$ cat config.mk
export PLATFORM = sky130hd
export DESIGN_NAME = credit_arb2_flat
export DESIGN_NICKNAME = d
export VERILOG_FILES = /design/src/rtl/credit_arb2_if.sv /design/src/rtl/credit_arb2.sv /design/src/flat_wrapper.sv
export SDC_FILE = /design/constraint.sdc
export NUM_CORES = 1
export LEC_CHECK = 0
export CAP_MARGIN = 10
export CORE_MARGIN = 2
export CORE_UTILIZATION = 30
export DETAILED_ROUTE_END_ITERATION = 16
export GPL_ROUTABILITY_DRIVEN = 1
export PLACE_DENSITY = 0.57
export SYNTH_ARGS = -nofsm -noshare
export SYNTH_HDL_FRONTEND = slang
export SYNTH_SLANG_ARGS = --single-unit
$ cat constraint.sdc
create_clock -name aclk -period 3.5 [get_ports aclk]
set_input_delay 0.35 -clock aclk [delete_from_list [all_inputs] [get_ports aclk]]
set_output_delay 0.35 -clock aclk [all_outputs]
set_load 0.005 [all_outputs]
$ cat src/rtl/credit_arb2_if.sv
// credit_arb2_if: bundles the two requester address streams, the shared
// lookup port, the two response streams and the status outputs of
// credit_arb2. The slave modport is the arbiter's view; master is the
// environment's (requesters, lookup memory, response consumers).
interface credit_arb2_if #(
  parameter int DATA_W = 16
);
  logic [7:0]        in0_tdata;
  logic              in0_tvalid;
  logic              in0_tready;
  logic [7:0]        in1_tdata;
  logic              in1_tvalid;
  logic              in1_tready;
  logic [7:0]        rd_addr;
  logic              rd_read;
  logic [DATA_W-1:0] rd_data;
  logic              rd_valid;
  logic [DATA_W-1:0] out0_tdata;
  logic              out0_tvalid;
  logic              out0_tready;
  logic [DATA_W-1:0] out1_tdata;
  logic              out1_tvalid;
  logic              out1_tready;
  logic [15:0]       stat0;
  logic [15:0]       stat1;
  logic              err;

  modport slave (
    input  in0_tdata, in0_tvalid, in1_tdata, in1_tvalid,
    output in0_tready, in1_tready,
    output rd_addr, rd_read,
    input  rd_data, rd_valid,
    output out0_tdata, out0_tvalid, out1_tdata, out1_tvalid,
    input  out0_tready, out1_tready,
    output stat0, stat1, err
  );

  modport master (
    output in0_tdata, in0_tvalid, in1_tdata, in1_tvalid,
    input  in0_tready, in1_tready,
    input  rd_addr, rd_read,
    output rd_data, rd_valid,
    input  out0_tdata, out0_tvalid, out1_tdata, out1_tvalid,
    output out0_tready, out1_tready,
    input  stat0, stat1, err
  );
endinterface

$ cat src/rtl/credit_arb2.sv
// credit_arb2: two-requester round-robin arbiter onto one shared lookup port.
// Each requester owns CREDITS slots of response buffering; a grant spends a
// credit, a pop from that requester's response FIFO returns it, so neither
// response FIFO nor the tag FIFO can overflow and rd_valid needs no
// back-pressure. A tag FIFO remembers which requester each in-flight lookup
// belongs to so in-order responses can be steered.
// Optional feature: define CREDIT_ARB2_STAT_EN to get 16-bit wrapping grant
// counters on stat0/stat1; otherwise they are tied to zero.
module credit_arb2 #(
  parameter int CREDITS = 8,
  parameter int DATA_W  = 16
) (
  input  logic         aclk,
  input  logic         reset_p,
  credit_arb2_if.slave bus
);
  localparam int CW  = $clog2(CREDITS) + 1;   // holds 0..CREDITS
  localparam int PW  = $clog2(CREDITS);       // response FIFO pointer
  localparam int TD  = 2 * CREDITS;           // tag FIFO depth
  localparam int TPW = $clog2(TD);            // tag FIFO pointer
  localparam logic [CW-1:0] CRED_MAX = CW'(CREDITS);

  logic [1:0]             w_in_valid;
  logic [1:0][7:0]        w_in_data;
  logic [1:0]             w_out_ready;
  logic [1:0]             w_cred_nz;
  logic [1:0]             w_elig;
  logic [1:0]             w_gnt;
  logic [1:0]             w_pop;
  logic [1:0]             w_wr;
  logic [1:0]             w_out_valid;
  logic [1:0][DATA_W-1:0] w_out_data;
  logic [1:0][15:0]       w_stat;
  logic                   w_rd_read;

  logic                   r_last;     // requester granted most recently
  logic                   r_err;

  logic                   r_tag_mem [TD];
  logic [TPW-1:0]         r_tag_wp;
  logic [TPW-1:0]         r_tag_rp;
  logic [TPW:0]           r_tag_cnt;
  logic                   w_tag_empty;
  logic                   w_tag_pop;
  logic                   w_tag_head;

  assign w_in_valid  = {bus.in1_tvalid, bus.in0_tvalid};
  assign w_in_data   = {bus.in1_tdata,  bus.in0_tdata};
  assign w_out_ready = {bus.out1_tready, bus.out0_tready};

  // Round-robin: on contention the requester not granted last wins.
  always_comb begin
    w_gnt = w_elig;
    if (w_elig == 2'b11) w_gnt = r_last ? 2'b01 : 2'b10;
  end

  assign w_rd_read = |w_gnt;

  // Pointer moves only when something is granted; reset favours requester 0.
  always_ff @(posedge aclk or posedge reset_p)
    if (reset_p)        r_last <= 1'b1;
    else if (w_rd_read) r_last <= w_gnt[1];

  // ---------------- tag FIFO: owner of each in-flight lookup ----------------
  assign w_tag_empty = (r_tag_cnt == '0);
  assign w_tag_pop   = bus.rd_valid & ~w_tag_empty;
  assign w_tag_head  = r_tag_mem[r_tag_rp];

  // Tag storage needs no reset; occupancy is tracked by r_tag_cnt.
  always_ff @(posedge aclk)
    if (w_rd_read) r_tag_mem[r_tag_wp] <= w_gnt[1];

  // Tag pointers/occupancy; push and pop in one cycle leave the count alone.
  always_ff @(posedge aclk or posedge reset_p)
    if (reset_p) begin
      r_tag_wp  <= '0;
      r_tag_rp  <= '0;
      r_tag_cnt <= '0;
    end else begin
      if (w_rd_read) r_tag_wp <= r_tag_wp + 1'b1;
      if (w_tag_pop) r_tag_rp <= r_tag_rp + 1'b1;
      if (w_rd_read & ~w_tag_pop)      r_tag_cnt <= r_tag_cnt + 1'b1;
      else if (w_tag_pop & ~w_rd_read) r_tag_cnt <= r_tag_cnt - 1'b1;
    end

  // A response with nothing outstanding is dropped and flagged until reset.
  always_ff @(posedge aclk or posedge reset_p)
    if (reset_p)                          r_err <= 1'b0;
    else if (bus.rd_valid & w_tag_empty)  r_err <= 1'b1;

  // ---------------- per-requester credit and response FIFO -----------------
  for (genvar n = 0; n < 2; n++) begin : g_req
    logic [CW-1:0]     r_cred;
    logic [CW-1:0]     r_cnt;
    logic [PW-1:0]     r_wp;
    logic [PW-1:0]     r_rp;
    logic [DATA_W-1:0] r_mem [CREDITS];

    assign w_cred_nz[n]   = (r_cred != '0);
    assign w_elig[n]      = w_in_valid[n] & w_cred_nz[n] & ~reset_p;
    assign w_out_valid[n] = (r_cnt != '0);
    assign w_out_data[n]  = r_mem[r_rp];
    assign w_pop[n]       = w_out_valid[n] & w_out_ready[n];
    assign w_wr[n]        = w_tag_pop & (w_tag_head == 1'(n));

    // Credit spent on grant, returned on pop; both together cancel out.
    always_ff @(posedge aclk or posedge reset_p)
      if (reset_p)                     r_cred <= CRED_MAX;
      else if (w_gnt[n] & ~w_pop[n])   r_cred <= r_cred - 1'b1;
      else if (w_pop[n] & ~w_gnt[n])   r_cred <= r_cred + 1'b1;

    // Response data storage; occupancy tracked separately.
    always_ff @(posedge aclk)
      if (w_wr[n]) r_mem[r_wp] <= bus.rd_data;

    // FWFT FIFO pointers and occupancy.
    always_ff @(posedge aclk or posedge reset_p)
      if (reset_p) begin
        r_wp  <= '0;
        r_rp  <= '0;
        r_cnt <= '0;
      end else begin
        if (w_wr[n])  r_wp <= r_wp + 1'b1;
        if (w_pop[n]) r_rp <= r_rp + 1'b1;
        if (w_wr[n] & ~w_pop[n])      r_cnt <= r_cnt + 1'b1;
        else if (w_pop[n] & ~w_wr[n]) r_cnt <= r_cnt - 1'b1;
      end

`ifdef CREDIT_ARB2_STAT_EN
    logic [15:0] r_stat;
    // Wrapping count of grants to this requester.
    always_ff @(posedge aclk or posedge reset_p)
      if (reset_p)       r_stat <= '0;
      else if (w_gnt[n]) r_stat <= r_stat + 1'b1;
    assign w_stat[n] = r_stat;
`else
    assign w_stat[n] = '0;
`endif
  end

  // ---------------- outputs ----------------
  assign bus.in0_tready  = w_gnt[0];
  assign bus.in1_tready  = w_gnt[1];
  assign bus.rd_read     = w_rd_read;
  assign bus.rd_addr     = w_gnt[0] ? w_in_data[0] :
                           w_gnt[1] ? w_in_data[1] : 8'h00;
  assign bus.out0_tvalid = w_out_valid[0];
  assign bus.out0_tdata  = w_out_data[0];
  assign bus.out1_tvalid = w_out_valid[1];
  assign bus.out1_tdata  = w_out_data[1];
  assign bus.stat0       = w_stat[0];
  assign bus.stat1       = w_stat[1];
  assign bus.err         = r_err;
endmodule

$ cat src/flat_wrapper.sv
// flat-port wrapper written by rule: the top's interface ports become plain ports
module credit_arb2_flat 
#(
  parameter int CREDITS = 8,
  parameter int DATA_W  = 16
)
  (aclk, reset_p, bus_in0_tdata, bus_in0_tvalid, bus_in1_tdata, bus_in1_tvalid, bus_in0_tready, bus_in1_tready, bus_rd_addr, bus_rd_read, bus_rd_data, bus_rd_valid, bus_out0_tdata, bus_out0_tvalid, bus_out1_tdata, bus_out1_tvalid, bus_out0_tready, bus_out1_tready, bus_stat0, bus_stat1, bus_err);
  credit_arb2_if #(.DATA_W(DATA_W)) bus_i ();
  input  logic aclk;
  input  logic reset_p;
  input wire logic [$bits(bus_i.in0_tdata)-1:0] bus_in0_tdata;
  input wire logic [$bits(bus_i.in0_tvalid)-1:0] bus_in0_tvalid;
  input wire logic [$bits(bus_i.in1_tdata)-1:0] bus_in1_tdata;
  input wire logic [$bits(bus_i.in1_tvalid)-1:0] bus_in1_tvalid;
  output wire logic [$bits(bus_i.in0_tready)-1:0] bus_in0_tready;
  output wire logic [$bits(bus_i.in1_tready)-1:0] bus_in1_tready;
  output wire logic [$bits(bus_i.rd_addr)-1:0] bus_rd_addr;
  output wire logic [$bits(bus_i.rd_read)-1:0] bus_rd_read;
  input wire logic [$bits(bus_i.rd_data)-1:0] bus_rd_data;
  input wire logic [$bits(bus_i.rd_valid)-1:0] bus_rd_valid;
  output wire logic [$bits(bus_i.out0_tdata)-1:0] bus_out0_tdata;
  output wire logic [$bits(bus_i.out0_tvalid)-1:0] bus_out0_tvalid;
  output wire logic [$bits(bus_i.out1_tdata)-1:0] bus_out1_tdata;
  output wire logic [$bits(bus_i.out1_tvalid)-1:0] bus_out1_tvalid;
  input wire logic [$bits(bus_i.out0_tready)-1:0] bus_out0_tready;
  input wire logic [$bits(bus_i.out1_tready)-1:0] bus_out1_tready;
  output wire logic [$bits(bus_i.stat0)-1:0] bus_stat0;
  output wire logic [$bits(bus_i.stat1)-1:0] bus_stat1;
  output wire logic [$bits(bus_i.err)-1:0] bus_err;
  assign bus_i.in0_tdata = bus_in0_tdata;
  assign bus_i.in0_tvalid = bus_in0_tvalid;
  assign bus_i.in1_tdata = bus_in1_tdata;
  assign bus_i.in1_tvalid = bus_in1_tvalid;
  assign bus_in0_tready = bus_i.in0_tready;
  assign bus_in1_tready = bus_i.in1_tready;
  assign bus_rd_addr = bus_i.rd_addr;
  assign bus_rd_read = bus_i.rd_read;
  assign bus_i.rd_data = bus_rd_data;
  assign bus_i.rd_valid = bus_rd_valid;
  assign bus_out0_tdata = bus_i.out0_tdata;
  assign bus_out0_tvalid = bus_i.out0_tvalid;
  assign bus_out1_tdata = bus_i.out1_tdata;
  assign bus_out1_tvalid = bus_i.out1_tvalid;
  assign bus_i.out0_tready = bus_out0_tready;
  assign bus_i.out1_tready = bus_out1_tready;
  assign bus_stat0 = bus_i.stat0;
  assign bus_stat1 = bus_i.stat1;
  assign bus_err = bus_i.err;
  credit_arb2 #(.CREDITS(CREDITS), .DATA_W(DATA_W)) u_core (.aclk(aclk), .reset_p(reset_p), .bus(bus_i));
endmodule
==> run summary, run 1 <==
Net switching is approximately 30% of the power. The number of hold violations in the final report is 0. Routability-driven placement finished with a final weighted congestion of between 0.7 and 0.8. The total overflow left after global routing is 0. The tool flagged a number of max-cap violations equal to 0. The maximum net fanout on the critical path is 9. The endpoint identified for the worst register-to-register timing path is u_core.g_req[1].r_cnt[3]$_DFFE_PP0P_. The total die area came out at 0.0459 sq mm.

The netlist area before placement is 0.0133 sq mm. Ranked by total cell area, the synthesized netlist is headed by sky130_fd_sc_hd__edfxtp_1, sky130_fd_sc_hd__mux4_2, sky130_fd_sc_hd__dfrtp_1. The count of inserted antenna diode cells is 0.

Using the TritonRoute via totals, the vias-per-cell ratio works out to about 4.4. The number of port buffers came out at 84. The worst clock skew came out at 19.0 ps. The fraction of layout instances using a drive strength above 1 came out at 25.1%. The number of pins exceeding their max-slew limit in the final report came out at 0. The class of the tightest hold or removal check is input pin to asynchronous set/reset pin. Counting along the longest clock path gives a buffer depth of 3. In this run the tightest slew margin relative to its limit is 34.9%. The H-tree was split into 2 levels. The clock net in this run drives a total of 315 sinks.

The cell taking the most area after synthesis is sky130_fd_sc_hd__edfxtp_1. The critical path in this run is classified as flop to output port. The analysis attributes to net switching a power of about 0.0040 W.

The synthesized area divided by synthesized cell count came out at 18.9 sq um. The part of the total power dissipated in combinational logic is about a third. From left edge to right edge, the die measures 214 um. The sum of routed wire length over all layers is between 20000 and 30000 um.

The cell chosen for the clock root is sky130_fd_sc_hd__clkbuf_16. Compared with the post-synthesis result, the final layout area differs by 21.0%. In this run the critical register-to-register path is launched from u_core.r_tag_rp[2]$_DFFE_PP0P_.

The standard cell area after detailed placement came out at between 0.01 and 0.015 sq mm. Dividing the detail-routed wire length by the instance count gives ~18 um. The distinct cell type count of the synthesized netlist came out at 54. The depth of the worst register-to-register path came out at 13.

The number of hold-repair buffers added at the cts stage is 0. The latest clock arrival within the worst-skew pair is 520 ps. The sequential fraction of the synthesis area is a little over two thirds. After clock tree synthesis, the clock-pin slew on the worst setup and hold paths is about 60 ps.

The final setup violation count is 0. The number of detailed-routing iterations run before antenna repair is 4. The cell row count came out at 77. The pin count of the biggest net entering global routing is 43.

The height of the die came out at about 210 um. The critical path arrival is 2770 ps. Sequential cells burn 40.2% of the power. Adding up every negative setup slack in the final design gives 0 ps. In the synthesized netlist the dominant register cell turns out to be sky130_fd_sc_hd__edfxtp_1. The worst setup path is launched from a flop. STA classifies the critical path endpoint as an output port.

In this run the power density over the cells is 828 mW/mm^2. The number of DRC violations after detailed-routing iteration 0 came out at between 300 and 400. The final routed DRC violation total came out at 0. In this run the remaining antenna-violating nets after routing total 0. The maximum clock rate came out at ~320 MHz. The worst IR drop on VDD is 0.349 mV.

The data required time at the worst endpoint came out at about 3200 ps. The total number of vias is 6375. The post-CTS repair timing setup buffer count is 0. The share of total power dissipated in the clock network is 26.0%. The total of cells resized after clock tree synthesis came out at 0. Fill cells in the final layout number 4139. The smallest hold slack is ~300 ps.

TritonCTS built the clock tree. The proportion of netlist area held by the largest area contributor came out at 61.6%. The instance count of the mapped netlist came out at 700. The post-synthesis sequential element count came out at 315.

The net count reported at finish came out at 889. Once detailed placement completed, the half-perimeter wirelength came to 15900 um. The number of antenna violations at the first check in global routing was 0. The number of flops mapped to enable cells by yosys came out at around 270.

The design area is 0.0160 sq mm. The placeable core area is 0.0439 sq mm. The cell-internal power is 0.00931 W.

The initial core utilization came out at 30.2%. Of the available clock period, the critical path in the final layout requires 89.2%. The share of flip-flops with an asynchronous set or reset is 13.7%. The number of global-route vias before repair is 6725. The number of buffers created by CTS came out at 35.

The wire length of the first global-routing pass came out at 40300 um. Setup repair after global routing left no endpoint under its margin. Setup slack on the worst reg-to-reg path comes out at 510 ps. In this run the count of I/O pins placed on the die edge is 117. The transition time at the pin with the least slew margin came out at 977 ps. The global-route usage over all layers is 11.4%.

The count of yosys warnings during synthesis is 0. The run finished with clean final reports. The reported leakage power is around 5.5 nW. The clock period minus worst slack came out at 3120 ps.
[kinds of logic after synthesis]
kind of cell,Yosys count,synth area share [%]
DFF,315,69.8
xor gates and xnor gates,35,2.31
muxes,114,15.0
AOI/OAI and AO/OA,39,2.34
other,1,0.0283
buffers and inverters,82,3.52
adders and majority gates,30,3.12
and+or+nand+nor,84,3.88
[cell usage after synthesis, drive strengths merged (2+ instances only)]
library cell and number:
nand3 9, nor3 6, nor3b 3, or4 5, o21ai 8, a22o 8
a22oi 4, mux2 40, xor2 10, ha 25, mux4 64, buf 48
inv 21, nor2b 2, and2 8, dfrtp 40, nor4 2, nor2 16
nand2 18, a21oi 6, a21o 8, xnor2 25, dfstp 3, nor4bb 4
fa 5, nor4b 6, edfxtp 272, clkbuf 13, mux2i 10
[state kept, by name, indices dropped and copies added, names as in the netlist]
signal	flops
u_core.bus.err	1
u_core.g_req.r_cnt	8
u_core.g_req.r_cred	8
u_core.g_req.r_mem	256
u_core.g_req.r_rp	6
u_core.g_req.r_wp	6
u_core.r_last	1
u_core.r_tag_cnt	5
u_core.r_tag_mem	16
u_core.r_tag_rp	4
u_core.r_tag_wp	4
[per-stage QoR]
step / worst slack, ps / utilization, % / instances / total power, W
6_report: 379 / 36.5 / 1436 / 0.0133
4_1_cts: 335 / 36.5 / 1436 / 0.0135
5_1_grt: 223 / 36.5 / 1436 / 0.0141
2_1_floorplan: 139 / - / 731 / 0.00821
3_5_place_dp: 437 / 34.0 / 1375 / 0.0100
3_3_place_gp: 446 / 34.0 / 1375 / 0.00996
[cell type report]
cell class,instances,area [sq um],share of cell area (%)
Timing Repair Buffer,113,1080,6.76
Inverter,21,82.6,0.515
Multi-Input combinational cell,334,3790,23.6
Clock inverter,18,183,1.14
Sequential cell,315,9250,57.7
Clock buffer,43,906,5.65
Tap cell,592,741,4.62
[power by group through the flow]
stage | Clock [W] | Combinational, W | Sequential, W
3_5_place_dp | 0 | 0.00461 | 0.00542
6_report | 0.00346 | 0.00449 | 0.00534
4_1_cts | 0.00355 | 0.00463 | 0.00535
3_3_place_gp | 0 | 0.00457 | 0.00540
5_1_grt | 0.00370 | 0.00494 | 0.00542
2_1_floorplan | 0 | 0.00313 | 0.00509
[per-layer routing]
metal / GRT usage [%] / part of all wire [%]
met1: 15.1 / 45
met2: 19.5 / 49
met3: 2.00 / 4.2
met4: 2.87 / 1.6
met5: 0 / 0
[how the worst max path moves through the flow]
stage                                                      from                                    end  slack [ps]  cells past startpoint
after floorplan                  u_core.r_tag_rp[2]$_DFFE_PP0P_  u_core.g_req[1].r_mem[0][0]$_DFFE_PP_         140                      7
after global placement                                  reset_p        u_core.r_tag_cnt[4]$_DFFE_PP0P_         450                     12
after detailed placement                                reset_p        u_core.r_tag_cnt[4]$_DFFE_PP0P_         440                     12
after CTS                   u_core.g_req[1].r_rp[0]$_DFFE_PP0P_                     bus_out1_tdata[13]         330                      4
after global routing      u_core.g_req[1].r_cred[0]$_DFFE_PP0P_                         bus_rd_addr[3]         220                      7
final                     u_core.g_req[1].r_cred[0]$_DFFE_PP0P_                         bus_rd_addr[4]         380                      7
[worst max-delay path, cell delays in order (launching register included)]
cell,delay [ps]
sky130_fd_sc_hd__dfrtp_1,420
sky130_fd_sc_hd__or4_1,520
sky130_fd_sc_hd__nand3_1,190
sky130_fd_sc_hd__nor2_1,100
sky130_fd_sc_hd__nor2_2,170
sky130_fd_sc_hd__buf_4,200
sky130_fd_sc_hd__a22o_1,150
sky130_fd_sc_hd__clkdlybuf4s50_1,500
[placed cells by master, fill, tap and decap left out, types with 3 or more instances in the layout]
cell,count
sky130_fd_sc_hd__edfxtp_1,272
sky130_fd_sc_hd__clkdlybuf4s50_1,84
sky130_fd_sc_hd__mux4_2,64
sky130_fd_sc_hd__mux2_2,38
sky130_fd_sc_hd__dfrtp_1,38
sky130_fd_sc_hd__clkbuf_16,35
sky130_fd_sc_hd__conb_1,32
sky130_fd_sc_hd__buf_4,27
sky130_fd_sc_hd__xnor2_1,25
sky130_fd_sc_hd__ha_1,25
sky130_fd_sc_hd__inv_1,18
sky130_fd_sc_hd__nand2_1,17
sky130_fd_sc_hd__nor2_1,14
sky130_fd_sc_hd__xor2_1,10
sky130_fd_sc_hd__mux2i_1,10
sky130_fd_sc_hd__nand3_1,8
sky130_fd_sc_hd__a21o_1,8
sky130_fd_sc_hd__a22o_1,8
sky130_fd_sc_hd__and2_1,8
sky130_fd_sc_hd__clkbuf_1,8
sky130_fd_sc_hd__o21ai_0,7
sky130_fd_sc_hd__a21oi_1,6
sky130_fd_sc_hd__clkinv_1,6
sky130_fd_sc_hd__fa_1,5
sky130_fd_sc_hd__or4_1,4
sky130_fd_sc_hd__nor3_1,4
sky130_fd_sc_hd__nor4bb_4,4
sky130_fd_sc_hd__clkinv_2,4
sky130_fd_sc_hd__a22oi_1,3
sky130_fd_sc_hd__nor4b_4,3
sky130_fd_sc_hd__nor4b_2,3
sky130_fd_sc_hd__dfstp_2,3
Note: power is estimated with default switching activity, not from simulation.
==> run 2, diff against run 1 <==
--- a/config.mk
+++ b/config.mk
@@ -5,6 +5,7 @@
 export SDC_FILE = /design/constraint.sdc
 export NUM_CORES = 1
 export LEC_CHECK = 0
+export ABC_AREA = 1
 export CAP_MARGIN = 10
 export CORE_MARGIN = 2
 export CORE_UTILIZATION = 30
==> constraint.sdc (replaced) <==
create_clock -name aclk -period 2.81 [get_ports aclk]
set_input_delay 0.281 -clock aclk [delete_from_list [all_inputs] [get_ports aclk]]
set_output_delay 0.281 -clock aclk [all_outputs]
set_load 0.005 [all_outputs]
==> run summary, run 2 <==
The run finished with clean final reports. The depth of the worst register-to-register path came out at 17 (+4). The critical path arrival came out at 2390 ps (-380 ps). The power density relative to cell area came out at 1060 mW/mm^2 (+29%). The global-route usage over all layers is 12.5% (+1.1 points). The I/O pin count is 117 (unchanged). The clock period minus worst slack is 2670 ps. The global placement routability congestion came out at 0.755 (+7.8%). The maximum level of the CTS H-tree is 2 (unchanged). The total die area is 0.0477 sq mm (+4.0%). The sum of routed wire length over all layers came out at 29600 um (+13%). The instance count of the mapped netlist was 1160 (+66%). For hold timing, the worst endpoint is u_core.bus.err$_DFFE_PP0P_. For this run, the leading register cell type out of synthesis is sky130_fd_sc_hd__edfxtp_1. The normalized max-slew margin is 52.1% (+17 points).

The final setup violation count is 0 (unchanged). The post-synthesis sequential element count came to 315 (unchanged). In the final layout, the registers with the most flip-flops are u_core.g_req.r_mem (256), u_core.r_tag_mem (16). The share of flip-flops with an asynchronous set or reset came out at 13.7% (unchanged). The area of the multi-input gates was 0.00392 sq mm (+3.4%).

The post-CTS repair timing setup buffer count came out at 0 (unchanged). The distinct cell type count of the synthesized netlist came out at 39 (-28%). TritonCTS built the clock tree. The register with the most flip-flops in the final layout is u_core.g_req.r_mem. The die width came out at 218 um (+2.0%).

The worst hold path belongs to the class input pin to flop. The reported max-cap violation count is 0 (unchanged). The number of port buffers is 84 (unchanged). The netlist area before placement is 0.0138 sq mm (+4.0%). The cell sitting at the root of the clock tree is a sky130_fd_sc_hd__clkbuf_16. The slowest stage of the critical path belongs to the cell sky130_fd_sc_hd__clkdlybuf4s50_1. The number of nets still failing antenna checks after routing is 0 (unchanged). The routed via count divided by cell count is 4.55 (+2.5%). The maximum net fanout on the critical path is 24 (+15). The total negative slack for setup checks came to 0 ps (unchanged).

In this run the critical register-to-register path is launched from u_core.r_tag_rp[0]$_DFFE_PP0P_. By instance count, the leading cell after synthesis is sky130_fd_sc_hd__edfxtp_1. The net count reported at finish is 1334 (+50%). The proportion of netlist area held by the largest area contributor came out at 59.2% (-2.4 points). The number of buffers created by CTS came out at 36 (+2.9%).

The number of DRC violations after detailed-routing iteration 0 came out at 473 (+20%). The final routed DRC violation total was 0 (unchanged). The total number of vias came out at 8602 (+35%). The count of inserted antenna diode cells is 0 (unchanged). The number of global-route vias before repair came out at 8484 (+26%).

The clock sink total came to 315 (unchanged). The cell that appears most often on the critical path is sky130_fd_sc_hd__nand2_1. The class of the most critical setup path is flop to output port. The number of antenna violations at the first check in global routing came out at 0 (unchanged).

The biggest area contributor in the post-synthesis netlist is sky130_fd_sc_hd__edfxtp_1. The fraction of layout instances using a drive strength above 1 came out at 10.8% (-14 points). The area overhead of the layout relative to synthesis came out at 18.8%. The worst clock skew was 9.75 ps (-9.24 ps). The number of flops mapped to enable cells by yosys is 272 (unchanged).

In the synthesized netlist, the cells that appear most often are sky130_fd_sc_hd__edfxtp_1, sky130_fd_sc_hd__nor2_1, sky130_fd_sc_hd__nand2_1, sky130_fd_sc_hd__o21ai_0, sky130_fd_sc_hd__o32ai_1. The number of hold violations in the final report came out at 0 (unchanged). The number of flip-flops in the largest register came out at 256 (unchanged). The smallest hold slack came out at 362 ps (+61.2 ps). The most common cell after layout, fill and taps aside is sky130_fd_sc_hd__edfxtp_1. The cell row count came out at 78 (+1.3%). The height of the die is 218 um (+2.0%). The library cells used most frequently in the layout, excluding fill and tap cells, are sky130_fd_sc_hd__edfxtp_1, sky130_fd_sc_hd__nor2_1, sky130_fd_sc_hd__nand2_1. The clock-pin slew on the worst setup and hold paths came out at 60 ps (about the same). The pin count of the biggest net entering global routing came out at 49 (+14%). The delay contributed by the slowest stage of the critical path is 550 ps (+30 ps).

The latest clock arrival within the worst-skew pair is 520 ps (about the same). The combined flip-flop and latch cell area came out at 0.00925 sq mm (unchanged). The transition time at the pin with the least slew margin is 714 ps (-262 ps). The number of detailed-routing iterations run before antenna repair came out at 5 (+1).

The register-to-register setup slack is 270 ps (-240 ps). Setup repair after global routing left no endpoint under its margin. STA classifies the critical path endpoint as an output port. The number of pins exceeding their max-slew limit in the final report came out at 0 (unchanged). The sequential fraction of the synthesis area was 67.1% (-2.7 points).

The wire length of the first global-routing pass is 46700 um (+16%). Ranked by total cell area, the synthesized netlist is headed by sky130_fd_sc_hd__edfxtp_1, sky130_fd_sc_hd__dfrtp_1, sky130_fd_sc_hd__nor2_1. STA classifies the critical path startpoint as a flop.

The placeable core area was 0.0454 sq mm (+3.3%). The final period utilization came out at 95.0%. The initial core utilization came out at 30.4% (+0.21 points). The maximum count of clock buffers along a single path is 3 (unchanged). The post-DP HPWL came out at 17800 um (+12%). The start point of the worst hold path is bus_rd_valid. The worst hold path passes through 3 cells. The maximum clock rate came out at approximately 370 MHz. The average routed wire per standard cell was 15.7 um (-14%).

The critical path goes through inv_2 -> buf_6 -> nor2_1 -> o32ai_1 -> nand2_1 -> nand2_1 -> clkdlybuf4s50_1. The total overflow reported by the global router was 0 (unchanged). The worst register-to-register path ends at u_core.g_req[1].r_cnt[3]$_DFFE_PP0P_.

The fill cell total of the finished layout was 4438 (+7.2%). The worst IR drop on VDD is 0.393 mV (+12%). The data required time at the worst endpoint is 2530 ps (-620 ps).

The count of yosys warnings during synthesis came to 0 (unchanged). The synthesized area divided by synthesized cell count is 11.9 sq um (-37%). The reported leakage power came to 6.04 nW (+10%).
## run 2: changes by cell type in the layout (fill, tap and decap cells not counted), moves of 24 or more
cell,before,now
sky130_fd_sc_hd__inv_1,18,42
sky130_fd_sc_hd__mux2_2,38,4
sky130_fd_sc_hd__mux4_2,64,0
sky130_fd_sc_hd__nand2_1,17,206
sky130_fd_sc_hd__nor2_1,14,229
sky130_fd_sc_hd__o21ai_0,7,77
sky130_fd_sc_hd__o32ai_1,0,64
## run 2: repair_timing
| item | in CTS | in global routing |
|---|---|---|
| hold buffers | 0 | 0 |
| gates resized for setup | 0 | 9 |
| endpoints found under the setup margin | 0 | 21 |
## run 2: cells by family after synthesis
| kind of cell | Yosys count | share of synthesized area (%) |
|---|---|---|
| buf+inv | 138 | 5.42 |
| xor+xnor | 30 | 1.91 |
| fa+ha+maj | 30 | 2.99 |
| mux | 4 | 0.327 |
| compound gates | 153 | 7.48 |
| flops | 315 | 67.1 |
| simple gates | 489 | 14.8 |
| other cells | 1 | 0.0272 |
## run 2: power by group
group          switching (W)  internal [W]  leakage [nW]
clock                0.00183       0.00257         0.532
combinational        0.00390       0.00277          2.54
sequential          0.000446       0.00593          2.97
## run 2: worst max path at each step
stage	from	end
floorplan	reset_p	u_core.r_tag_cnt[3]$_DFFE_PP0P_
global placement	reset_p	u_core.r_tag_cnt[3]$_DFFE_PP0P_
detailed placement	reset_p	u_core.r_tag_cnt[3]$_DFFE_PP0P_
CTS	u_core.g_req[0].r_rp[0]$_DFFE_PP0P_	bus_out0_tdata[7]
global route	u_core.g_req[0].r_rp[0]$_DFFE_PP0P_	bus_out0_tdata[13]
finish	u_core.g_req[1].r_rp[0]$_DFFE_PP0P_	bus_out1_tdata[11]
## run 2: critical path, delay by kind of cell, from the launching register on
kind / cells / cell delay (ps)
buf+inv: 3 / 860
flops: 1 / 420
simple gates: 3 / 320
compound gates: 1 / 260
## run 2: layout make-up
cell class	count	share of cell area, %
Clock buffer	46	5.79
Clock inverter	17	0.901
Inverter	54	1.31
Multi-Input combinational cell	738	23.9
Sequential cell	315	56.5
Tap cell	600	4.58
Timing Repair Buffer	120	7.04
## run 2: metal layers
layer,routed length (um),part of all wire [%],vias to the layer above,global-route usage (%)
met5,0,0,-,0
met4,649,2.2,0,3.58
met3,1280,4.3,52,2.42
met2,14600,49,181,21.4
met1,13100,44,4179,16.1
li1,-,-,4190,-
## run 2: stage by stage
step,setup slack (ps),utilization (%),instance area [sq um],power (W),instances
2_1_floorplan,34.7,-,13900,0.0108,1191
3_3_place_gp,199,33.6,15300,0.0131,1827
3_5_place_dp,172,33.6,15300,0.0132,1827
4_1_cts,11.5,36.0,16400,0.0177,1890
5_1_grt,0.989,36.1,16400,0.0187,1890
6_report,141,36.1,16400,0.0174,1890
